<file path="src/rtl/mcs4_pkg.sv">
// mcs4_pkg: shared definitions for the MCS-4 two-phase clock generator.
//   state_t          phase FSM states (IDLE, PH1, GAP1, PH2, GAP2)
//   DEF_*_CYCLES     default phase/gap lengths in sysclk cycles
//   DEF_POC_PERIODS  default number of complete clock periods poc_pad is held
//   max_of4()        helper for sizing the shared phase counter
package mcs4_pkg;

  typedef enum logic [2:0] {
    IDLE,
    PH1,
    GAP1,
    PH2,
    GAP2
  } state_t;

  localparam int DEF_P1_CYCLES   = 8;
  localparam int DEF_G1_CYCLES   = 2;
  localparam int DEF_P2_CYCLES   = 8;
  localparam int DEF_G2_CYCLES   = 2;
  localparam int DEF_POC_PERIODS = 64;

  function automatic int max_of4(input int a, input int b, input int c, input int d);
    int m;
    m = a;
    if (b > m) m = b;
    if (c > m) m = c;
    if (d > m) m = d;
    return m;
  endfunction

endpackage

</file>
<file path="src/rtl/mcs4_poc_ctl.sv">
// mcs4_poc_ctl: power-on-clear controller.
// Holds poc_pad high for POC_PERIODS complete clock periods after reset or
// after a poc_req pulse.
//   sysclk       in   system clock
//   rst_n        in   asynchronous active-low reset
//   poc_req      in   one-cycle pulse, restarts the POC sequence
//   period_done  in   strobe on the last GAP2 cycle of every period
//   poc_pad      out  power-on clear, active high (registered)
module mcs4_poc_ctl
  import mcs4_pkg::*;
#(
  parameter int POC_PERIODS = DEF_POC_PERIODS
) (
  input  logic sysclk,
  input  logic rst_n,
  input  logic poc_req,
  input  logic period_done,
  output logic poc_pad
);

  localparam int PW = $clog2(POC_PERIODS + 1);

  logic [PW-1:0] poc_cnt;

  // poc_req wins over a coincident period_done so a restart is never
  // shortened by one period. poc_pad drops on the same edge the count hits
  // zero, i.e. together with the last GAP2 exit.
  always_ff @(posedge sysclk or negedge rst_n) begin
    if (!rst_n) begin
      poc_cnt <= PW'(POC_PERIODS);
      poc_pad <= 1'b1;
    end else if (poc_req) begin
      poc_cnt <= PW'(POC_PERIODS);
      poc_pad <= 1'b1;
    end else if (period_done && poc_pad) begin
      poc_cnt <= poc_cnt - PW'(1);
      if (poc_cnt == PW'(1)) poc_pad <= 1'b0;
    end
  end

endmodule

</file>
<file path="src/rtl/mcs4_clock_gen.sv">
// mcs4_clock_gen: two-phase non-overlapping clock source for the 4004 core.
// clk1_pad/clk2_pad are sysclk-synchronous levels used downstream as enables.
//   sysclk        in   system clock, all state on posedge
//   rst_n         in   asynchronous active-low reset
//   run           in   1 = free-running; 0 = halt at end of current period
//   step          in   one-cycle pulse; while halted runs exactly one period
//   poc_req       in   one-cycle pulse; restarts the power-on-clear sequence
//   clk1_pad      out  phase-1 clock level
//   clk2_pad      out  phase-2 clock level
//   poc_pad       out  power-on clear, active high
//   period_start  out  one-cycle pulse on the first sysclk of each PH1
//   halted        out  generator parked in IDLE
module mcs4_clock_gen
  import mcs4_pkg::*;
#(
  parameter int P1_CYCLES   = DEF_P1_CYCLES,
  parameter int G1_CYCLES   = DEF_G1_CYCLES,
  parameter int P2_CYCLES   = DEF_P2_CYCLES,
  parameter int G2_CYCLES   = DEF_G2_CYCLES,
  parameter int POC_PERIODS = DEF_POC_PERIODS
) (
  input  logic sysclk,
  input  logic rst_n,
  input  logic run,
  input  logic step,
  input  logic poc_req,
  output logic clk1_pad,
  output logic clk2_pad,
  output logic poc_pad,
  output logic period_start,
  output logic halted
);

  localparam int MAX_CYCLES = max_of4(P1_CYCLES, G1_CYCLES, P2_CYCLES, G2_CYCLES);
  localparam int CW = $clog2(MAX_CYCLES + 1);

  localparam logic [CW-1:0] P1_LOAD = CW'(P1_CYCLES - 1);
  localparam logic [CW-1:0] G1_LOAD = CW'(G1_CYCLES - 1);
  localparam logic [CW-1:0] P2_LOAD = CW'(P2_CYCLES - 1);
  localparam logic [CW-1:0] G2_LOAD = CW'(G2_CYCLES - 1);

  state_t        state;
  logic [CW-1:0] phase_cnt;
  logic          step_pending;
  logic          go;
  logic          cnt_zero;
  logic          period_done;

  // The generator keeps running through the whole POC sequence even when
  // run is low, so the core sees clocks while it is being cleared.
  assign go          = run | poc_pad | step_pending;
  assign cnt_zero    = (phase_cnt == '0);
  assign period_done = (state == GAP2) && cnt_zero;

  mcs4_poc_ctl #(
    .POC_PERIODS (POC_PERIODS)
  ) u_poc_ctl (
    .sysclk      (sysclk),
    .rst_n       (rst_n),
    .poc_req     (poc_req),
    .period_done (period_done),
    .poc_pad     (poc_pad)
  );

  // Phase FSM. Outputs are registered alongside the state so each clock
  // level changes on the same edge as the state it belongs to.
  // step is only latched while parked in IDLE: once the stepped period has
  // begun, further pulses of a burst are dropped, so a burst yields one
  // period. Entering PH1 clears step_pending after the latch assignment, so
  // a pulse landing on the consuming edge merges into that period.
  always_ff @(posedge sysclk or negedge rst_n) begin
    if (!rst_n) begin
      state        <= IDLE;
      phase_cnt    <= '0;
      step_pending <= 1'b0;
      clk1_pad     <= 1'b0;
      clk2_pad     <= 1'b0;
      period_start <= 1'b0;
      halted       <= 1'b0;
    end else begin
      period_start <= 1'b0;
      if (step && state == IDLE) step_pending <= 1'b1;

      case (state)
        IDLE: begin
          if (go) begin
            state        <= PH1;
            phase_cnt    <= P1_LOAD;
            clk1_pad     <= 1'b1;
            period_start <= 1'b1;
            halted       <= 1'b0;
            step_pending <= 1'b0;
          end else begin
            halted <= 1'b1;
          end
        end

        PH1: begin
          if (cnt_zero) begin
            state     <= GAP1;
            phase_cnt <= G1_LOAD;
            clk1_pad  <= 1'b0;
          end else begin
            phase_cnt <= phase_cnt - CW'(1);
          end
        end

        GAP1: begin
          if (cnt_zero) begin
            state     <= PH2;
            phase_cnt <= P2_LOAD;
            clk2_pad  <= 1'b1;
          end else begin
            phase_cnt <= phase_cnt - CW'(1);
          end
        end

        PH2: begin
          if (cnt_zero) begin
            state     <= GAP2;
            phase_cnt <= G2_LOAD;
            clk2_pad  <= 1'b0;
          end else begin
            phase_cnt <= phase_cnt - CW'(1);
          end
        end

        GAP2: begin
          if (cnt_zero) begin
            if (go) begin
              state        <= PH1;
              phase_cnt    <= P1_LOAD;
              clk1_pad     <= 1'b1;
              period_start <= 1'b1;
              step_pending <= 1'b0;
            end else begin
              state  <= IDLE;
              halted <= 1'b1;
            end
          end else begin
            phase_cnt <= phase_cnt - CW'(1);
          end
        end

        default: begin
          state     <= IDLE;
          phase_cnt <= '0;
          clk1_pad  <= 1'b0;
          clk2_pad  <= 1'b0;
        end
      endcase
    end
  end

endmodule

</file>
<file path="config.mk">
export PLATFORM = sky130hd
export DESIGN_NAME = mcs4_clock_gen
export DESIGN_NICKNAME = d
export VERILOG_FILES = /design/src/rtl/mcs4_pkg.sv /design/src/rtl/mcs4_poc_ctl.sv /design/src/rtl/mcs4_clock_gen.sv
export SDC_FILE = /design/constraint.sdc
export NUM_CORES = 1
export LEC_CHECK = 0
export CORE_MARGIN = 2
export CORE_UTILIZATION = 50
export DETAILED_ROUTE_END_ITERATION = 10
export DONT_BUFFER_PORTS = 1
export HOLD_SLACK_MARGIN = 0.05
export PLACE_DENSITY = 0.68
export REMOVE_ABC_BUFFERS = 1
export SYNTH_ARGS = -nofsm -noshare
export SYNTH_HDL_FRONTEND = slang
export SYNTH_HIERARCHICAL = 1
export SYNTH_SLANG_ARGS = --single-unit
</file>
<file path="constraint.sdc">
create_clock -name sysclk -period 6.15 [get_ports sysclk]
set_input_delay 0.3075 -clock sysclk [delete_from_list [all_inputs] [get_ports sysclk]]
set_output_delay 0.3075 -clock sysclk [all_outputs]
set_load 0.01 [all_outputs]
</file>
Yosys cells after proc, flatten, opt, wreduce, memory -nomap -nowiden. Index checks and enable logic that the tools add are counted.

Register bits after elaboration: 20. Input bits: 5. Output and inout port bits: 5. Word-level logic and storage cells: 76.

Add/subtract/negate cells: 2. Eq/ne operators: 11. Mux-type cells: 34. Bitwise gates (word level): 4. Reduce and logical (&&, ||, !) cells: 16.

Operator list (number): 2-to-1 mux 1 bit (16); 2-to-1 mux 4 bit (4); case mux 4 bit (4 select lines) (1); 2-to-1 mux 3 bit (5); case mux 3 bit (5 select lines) (1); 2-to-1 mux 7 bit (2); inequality test 2 bit (second input constant) (6); AND reduction 3 bit (3); == test 7 x 1 -> 1 bit (second input constant) (1); subtractor 7 x 1 -> 7 bit (second input constant) (1); == test 3 x 2 -> 1 bit (second input constant) (2); case mux 1 bit (2 select lines) (3); nonzero test 2 bit (3); AND reduction 5 bit (1); logical NOT 4 bit (1); case mux 1 bit (4 select lines) (1); OR reduction 2 bit (2); subtractor 4 x 1 -> 4 bit (second input constant) (1); == test 3 x 1 -> 1 bit (second input constant) (1); == test 3 bit (second input constant) (1); logical AND 1 bit (3); logical NOT 3 bit (1); case mux 1 bit (3 select lines) (1); OR reduction 3 bit (1); other kinds (3) (5).

Depth between registers and ports, before layout.
Depth in word-level cells: 6. Mapped depth: 7.

Modules after synthesis. Netlist, hierarchy kept.

Modules (own cells, without submodules): mcs4_clock_gen (times used 1, cells each 78, area each 698.2 µm²); mcs4_poc_ctl (times used 1, cells each 40, area each 417.9 µm²).

Worst setup path before layout. OpenSTA, ideal clock, no wires.

Path kind: register to register. From: reg phase_cnt[0]. To: reg u_poc_ctl.poc_cnt[5]. Library setup time: 0.128 ns. Data arrival time: 1.993 ns. Required time: 6.022 ns. Path slack: 4.029 ns. Cell stages (with the launch flop): 8. Buffers on the path: 0. Period minus slack after synthesis: 2.121 ns. Path through: dfrtp_1 inv_1 ha_1 nor3b_1 and3_1 nand2_1 nor4_1 mux2_1.

Cells in the longest elaborated chain, start to end: 4.

Ends and longest elaborated chain: start: declaration (RTL line mcs4_clock_gen.sv:43) `logic [CW-1:0] phase_cnt;`; start signal: assignment (RTL line mcs4_clock_gen.sv:104) `phase_cnt <= phase_cnt - CW'(1);`; start signal: assignment (RTL line mcs4_clock_gen.sv:114) `phase_cnt <= phase_cnt - CW'(1);`; start signal: assignment (RTL line mcs4_clock_gen.sv:124) `phase_cnt <= phase_cnt - CW'(1);`; logical NOT 4 bit (RTL line mcs4_clock_gen.sv:52) `assign cnt_zero = (phase_cnt == '0);`; logical AND 1 bit (RTL line mcs4_clock_gen.sv:53) `assign period_done = (state == GAP2) && cnt_zero;`; named net period_done (RTL line mcs4_clock_gen.sv:47) `logic period_done;`; logical AND 1 bit (RTL line mcs4_poc_ctl.sv:35) `end else if (period_done && poc_pad) begin`; nonzero test 2 bit (no source line); end signal: assignment (RTL line mcs4_poc_ctl.sv:30) `poc_cnt <= PW'(POC_PERIODS);`; end signal: assignment (RTL line mcs4_poc_ctl.sv:33) `poc_cnt <= PW'(POC_PERIODS);`; end signal: assignment (RTL line mcs4_poc_ctl.sv:36) `poc_cnt <= poc_cnt - PW'(1);`; end: declaration (RTL line mcs4_poc_ctl.sv:23) `logic [PW-1:0] poc_cnt;`.

The timed path passes the listed nets, and every way through them passes these cells. A chain may end at the register's enable or synchronous reset.

Final worst setup path. Same ends and word-level chain as after synthesis.

==> metrics.md <==
| Metric | Value |
|---|---|
| Critical path buffer and inverter count | 1 |
| Max-cap check violation count | 0 |
| Synth warn | 6 |
| Clock edge transition at the registers on the reported setup and hold paths | approximately 120 ps |
| EDFF count, synth | 0 |
| Largest fanout of any net on the critical path | 6 |
| Final design instance area without fill | 1200 µm² |
| Worst hold margin | around 110 ps |
| Largest clock skew in the final design | roughly 4.4 ps |
| Transition time at the pin with the least slew margin | between 900 and 1000 ps |
| Launch point of the worst path | phase_cnt[0] |
| # fillers | 203 |
| Endpoint of the most critical setup path | u_poc_ctl/poc_cnt[5] |
| Total setup violations reported at the end of the flow | 0 |
| Top cell type by total area after synthesis | dfrtp_1 |
| Worst flop-to-flop path endpoint | u_poc_ctl/poc_cnt[5] |
| Top cells by area in the synthesized netlist | dfrtp_1 (40%), o21ai_0 (4.9%), dfstp_2 (4.7%) |
| Maximum number of pins on one net before global-route repair | 21 |
| TritonCTS clock tree | done |
| Total number of vias | just under 900 |
| Largest stage delay on the critical path | ~530 ps |
| Count of state elements after synthesis | 20 |
| Cell depth of the worst flop-to-flop path | 7 |
| Outcome | finished clean |
| GRT Total Usage | 0.196 |
| Max Root-Sink Buffers | 2 |
| Global-route wire length before repair | 3.90 mm |
| Power per cell area | 205 nW/µm² |
| Cell area after placement | between 1000 and 1500 µm² |
| Detailed-routing iteration count for the pre-antenna-repair pass | 4 |
| Count of boundary I/O pins | 10 |
| Sequential-to-total area share from yosys stat | 0.451 |
| Async SR Flop Fraction | 1.00 |
| Maximum operating frequency | approximately 0.4 GHz |
| Reg-to-reg slack, setup | 3690 ps |
| Shortest period the worst path allows | approximately 2500 ps |
| Final non-filler cell total | 147 |
| Total setup buffers inserted after CTS | 0 |
| Power consumption | approximately 240 µW |
| Sw Ratio | 0.187 |
| Number of antenna violations at the first check in global routing | 0 |
| Clock Sinks | 20 |
| Worst min-delay path class | input pin to flop |
| Critical path's top delay family | simple AND/OR/NAND/NOR gates |
| Critical Path Sink Type | flop |
| Area growth, synth to finish | 7.18% |
| Arrival time reported for the critical path endpoint | 2660 ps |
| Setup TNS after final layout | 0 ps |
| Hold Vio Cnt, Final | 0 |
| Area of the mapped netlist | between 1000 and 1500 µm² |
| Synth top area share | 0.404 |
| Crit start category | flop |
| Nets | 128 |
| Unique cell type count in the Yosys netlist | 42 |
| Chip Height | 51.2 µm |
| Leakage power summed over all cells | between 0.0005 and 0.0006 µW |
| Count of H-tree levels built during CTS | 1 |
| Cells along the critical path | inv_1 > ha_1 > nor3b_1 > and3_1 > nand2_1 > nor4_1 > mux2_1 |
| Root Buffer Master | clkbuf_4 |
| Most common cell in the netlist | dfrtp_1 |
| Unrepaired setup endpoints after global routing | no |
| WP depth | 7 |
| Clk pwr share | 0.443 |
| Placeable core region | 2170 µm² |
| Tcrit/Tclk final | 0.400 |
| Critical path data required time | 6350 ps |
| TritonCTS buffer count | 3 |
| Number of remaining DRC errors | 0 |
| Average cell area after synthesis | 9.46 µm² |
| DRT antenna net count | 0 |
| Ant. Diodes | 0 |
| Worst vdd rail ir drop | 0.146 mV |
| Reg2reg start | phase_cnt[0] |
| Power share of the combinational group | 0.019 |
| Via/cell ratio | 6.01 |
| Proportion of layout cells with a drive suffix above 1 | 0.101 |
| Cell Int Power | 199 µW |
| Headroom to the max-slew limit | 0.384 |
| Sequential Power Share | 0.538 |
| Worst skew pair latency | 300 ps |
| Area used by sequential logic in the layout | 503 µm² |
| Average wire per cell in the routed design | roughly 15 µm |
| Remaining global-route overflow | 0 |
| Number of standard-cell rows in the floorplan | 17 |
| Input/output buffers | 0 |
| Initial Utilization | 0.514 |
| Critical path's slowest cell | nor3b_1 |
| Starting DRC count in detailed routing | 28 |
| Most instantiated flip-flop cell in the synthesis netlist | dfrtp_1 |
| Top cell types by occurrence after synthesis | dfrtp_1 (18), o21ai_0 (11), nor2_1 (9), nand2_1 (8), inv_1 (7) |
| NetSw | around 46 µW |
| Total area of multi-input combinational cells | 559 µm² |
| Final max-slew violation count | 0 |
| Number of placed instances, taps included | 141 |
| DP Wirelength | 1.56 mm |
| Vias in the first global route | 877 |
| Cell count after synthesis | 118 |
| Die outline width | roughly 50 µm |
| Routed wire length | 2.22 mm |
| Die area | roughly 2600 µm² |
| Classification of the worst setup path | flop to flop |
| Final weighted congestion of routability-driven global placement | 0.768 |
==> stage by stage <==
step,utilization,setup slack [ps]
final,0.551,3690
after global placement,0.518,3850
after CTS,0.551,3710
after floorplan,-,4030
after global routing,0.551,3460
after detailed placement,0.518,3730
==> sequential cells by signal, indices dropped and copies added, names as in the netlist <==
| register | flops |
|---|---|
| u_poc_ctl/poc_cnt | 7 |
| period_start | 1 |
| halted | 1 |
| phase_cnt | 4 |
| clk1_pad | 1 |
| step_pending | 1 |
| clk2_pad | 1 |
| state | 3 |
| u_poc_ctl/poc_pad | 1 |
==> cells by family after synthesis <==
kind of cell,Yosys count,share of synthesized area
simple gates,45,0.232
buf+inv,12,0.0482
compound gates,33,0.192
mux,2,0.0202
fa+ha+maj,3,0.0336
xor+xnor,3,0.0235
flops,20,0.451
==> placed cells by master, fill, tap and decap left out, types with 4 or more instances in the layout <==
master   instances
nor3_1           5
nand2_1          8
a21oi_1          6
inv_1            7
o21ai_0         11
or3_1            4
nor2b_1          4
nor2_1           9
dfrtp_1         18
o31ai_1          4
==> layer usage <==
layer  global-route usage  part of all wire  vias to the layer above
met3               0.0351             0.037                        2
met5                    0                 0                        -
li1                     -                 -                      432
met1                0.271              0.47                      436
met2                0.312              0.48                       14
met4               0.0658            0.0041                        0
==> worst min-delay path by stage <==
stage                              to  startpoint  depth (start not counted)  slack (ps)
floorplan                    clk1_pad       rst_n                          0          10
detailed placement       phase_cnt[2]       rst_n                          0          10
global placement         phase_cnt[2]       rst_n                          0          10
finish              u_poc_ctl/poc_pad     poc_req                          1         110
CTS                 u_poc_ctl/poc_pad     poc_req                          1         100
global route        u_poc_ctl/poc_pad     poc_req                          1          80
==> timing repair <==
item | CTS | global route
gates resized for setup | 0 | 0
hold buffers | 2 | 0
hold endpoints to repair | 24 | 0
==> power by group through the flow <==
stage          clock, µW  combinational (µW)  sequential, µW
2_1_floorplan          0               0.669             134
3_3_place_gp           0               0.692             134
3_5_place_dp           0               0.741             134
4_1_cts              111                4.81             132
5_1_grt              117                5.35             132
6_report             108                4.55             132
==> final cells by class <==
type | instances | share of cell area
multi-input combinational | 86 | 0.468
sequential | 20 | 0.421
tap | 28 | 0.0293
clock inverter | 1 | 0.0251
inverter | 7 | 0.0220
clock buffer | 3 | 0.0188
timing repair buffer | 2 | 0.0167
==> worst reg2reg max path, stage by stage (launching register included) <==
cell and delay, ps:
dfrtp_1 430, inv_1 70, ha_1 210, nor3b_1 530
and3_1 340, nand2_1 130, nor4_1 290, mux2_1 350
(Power assumes the default switching activity.)
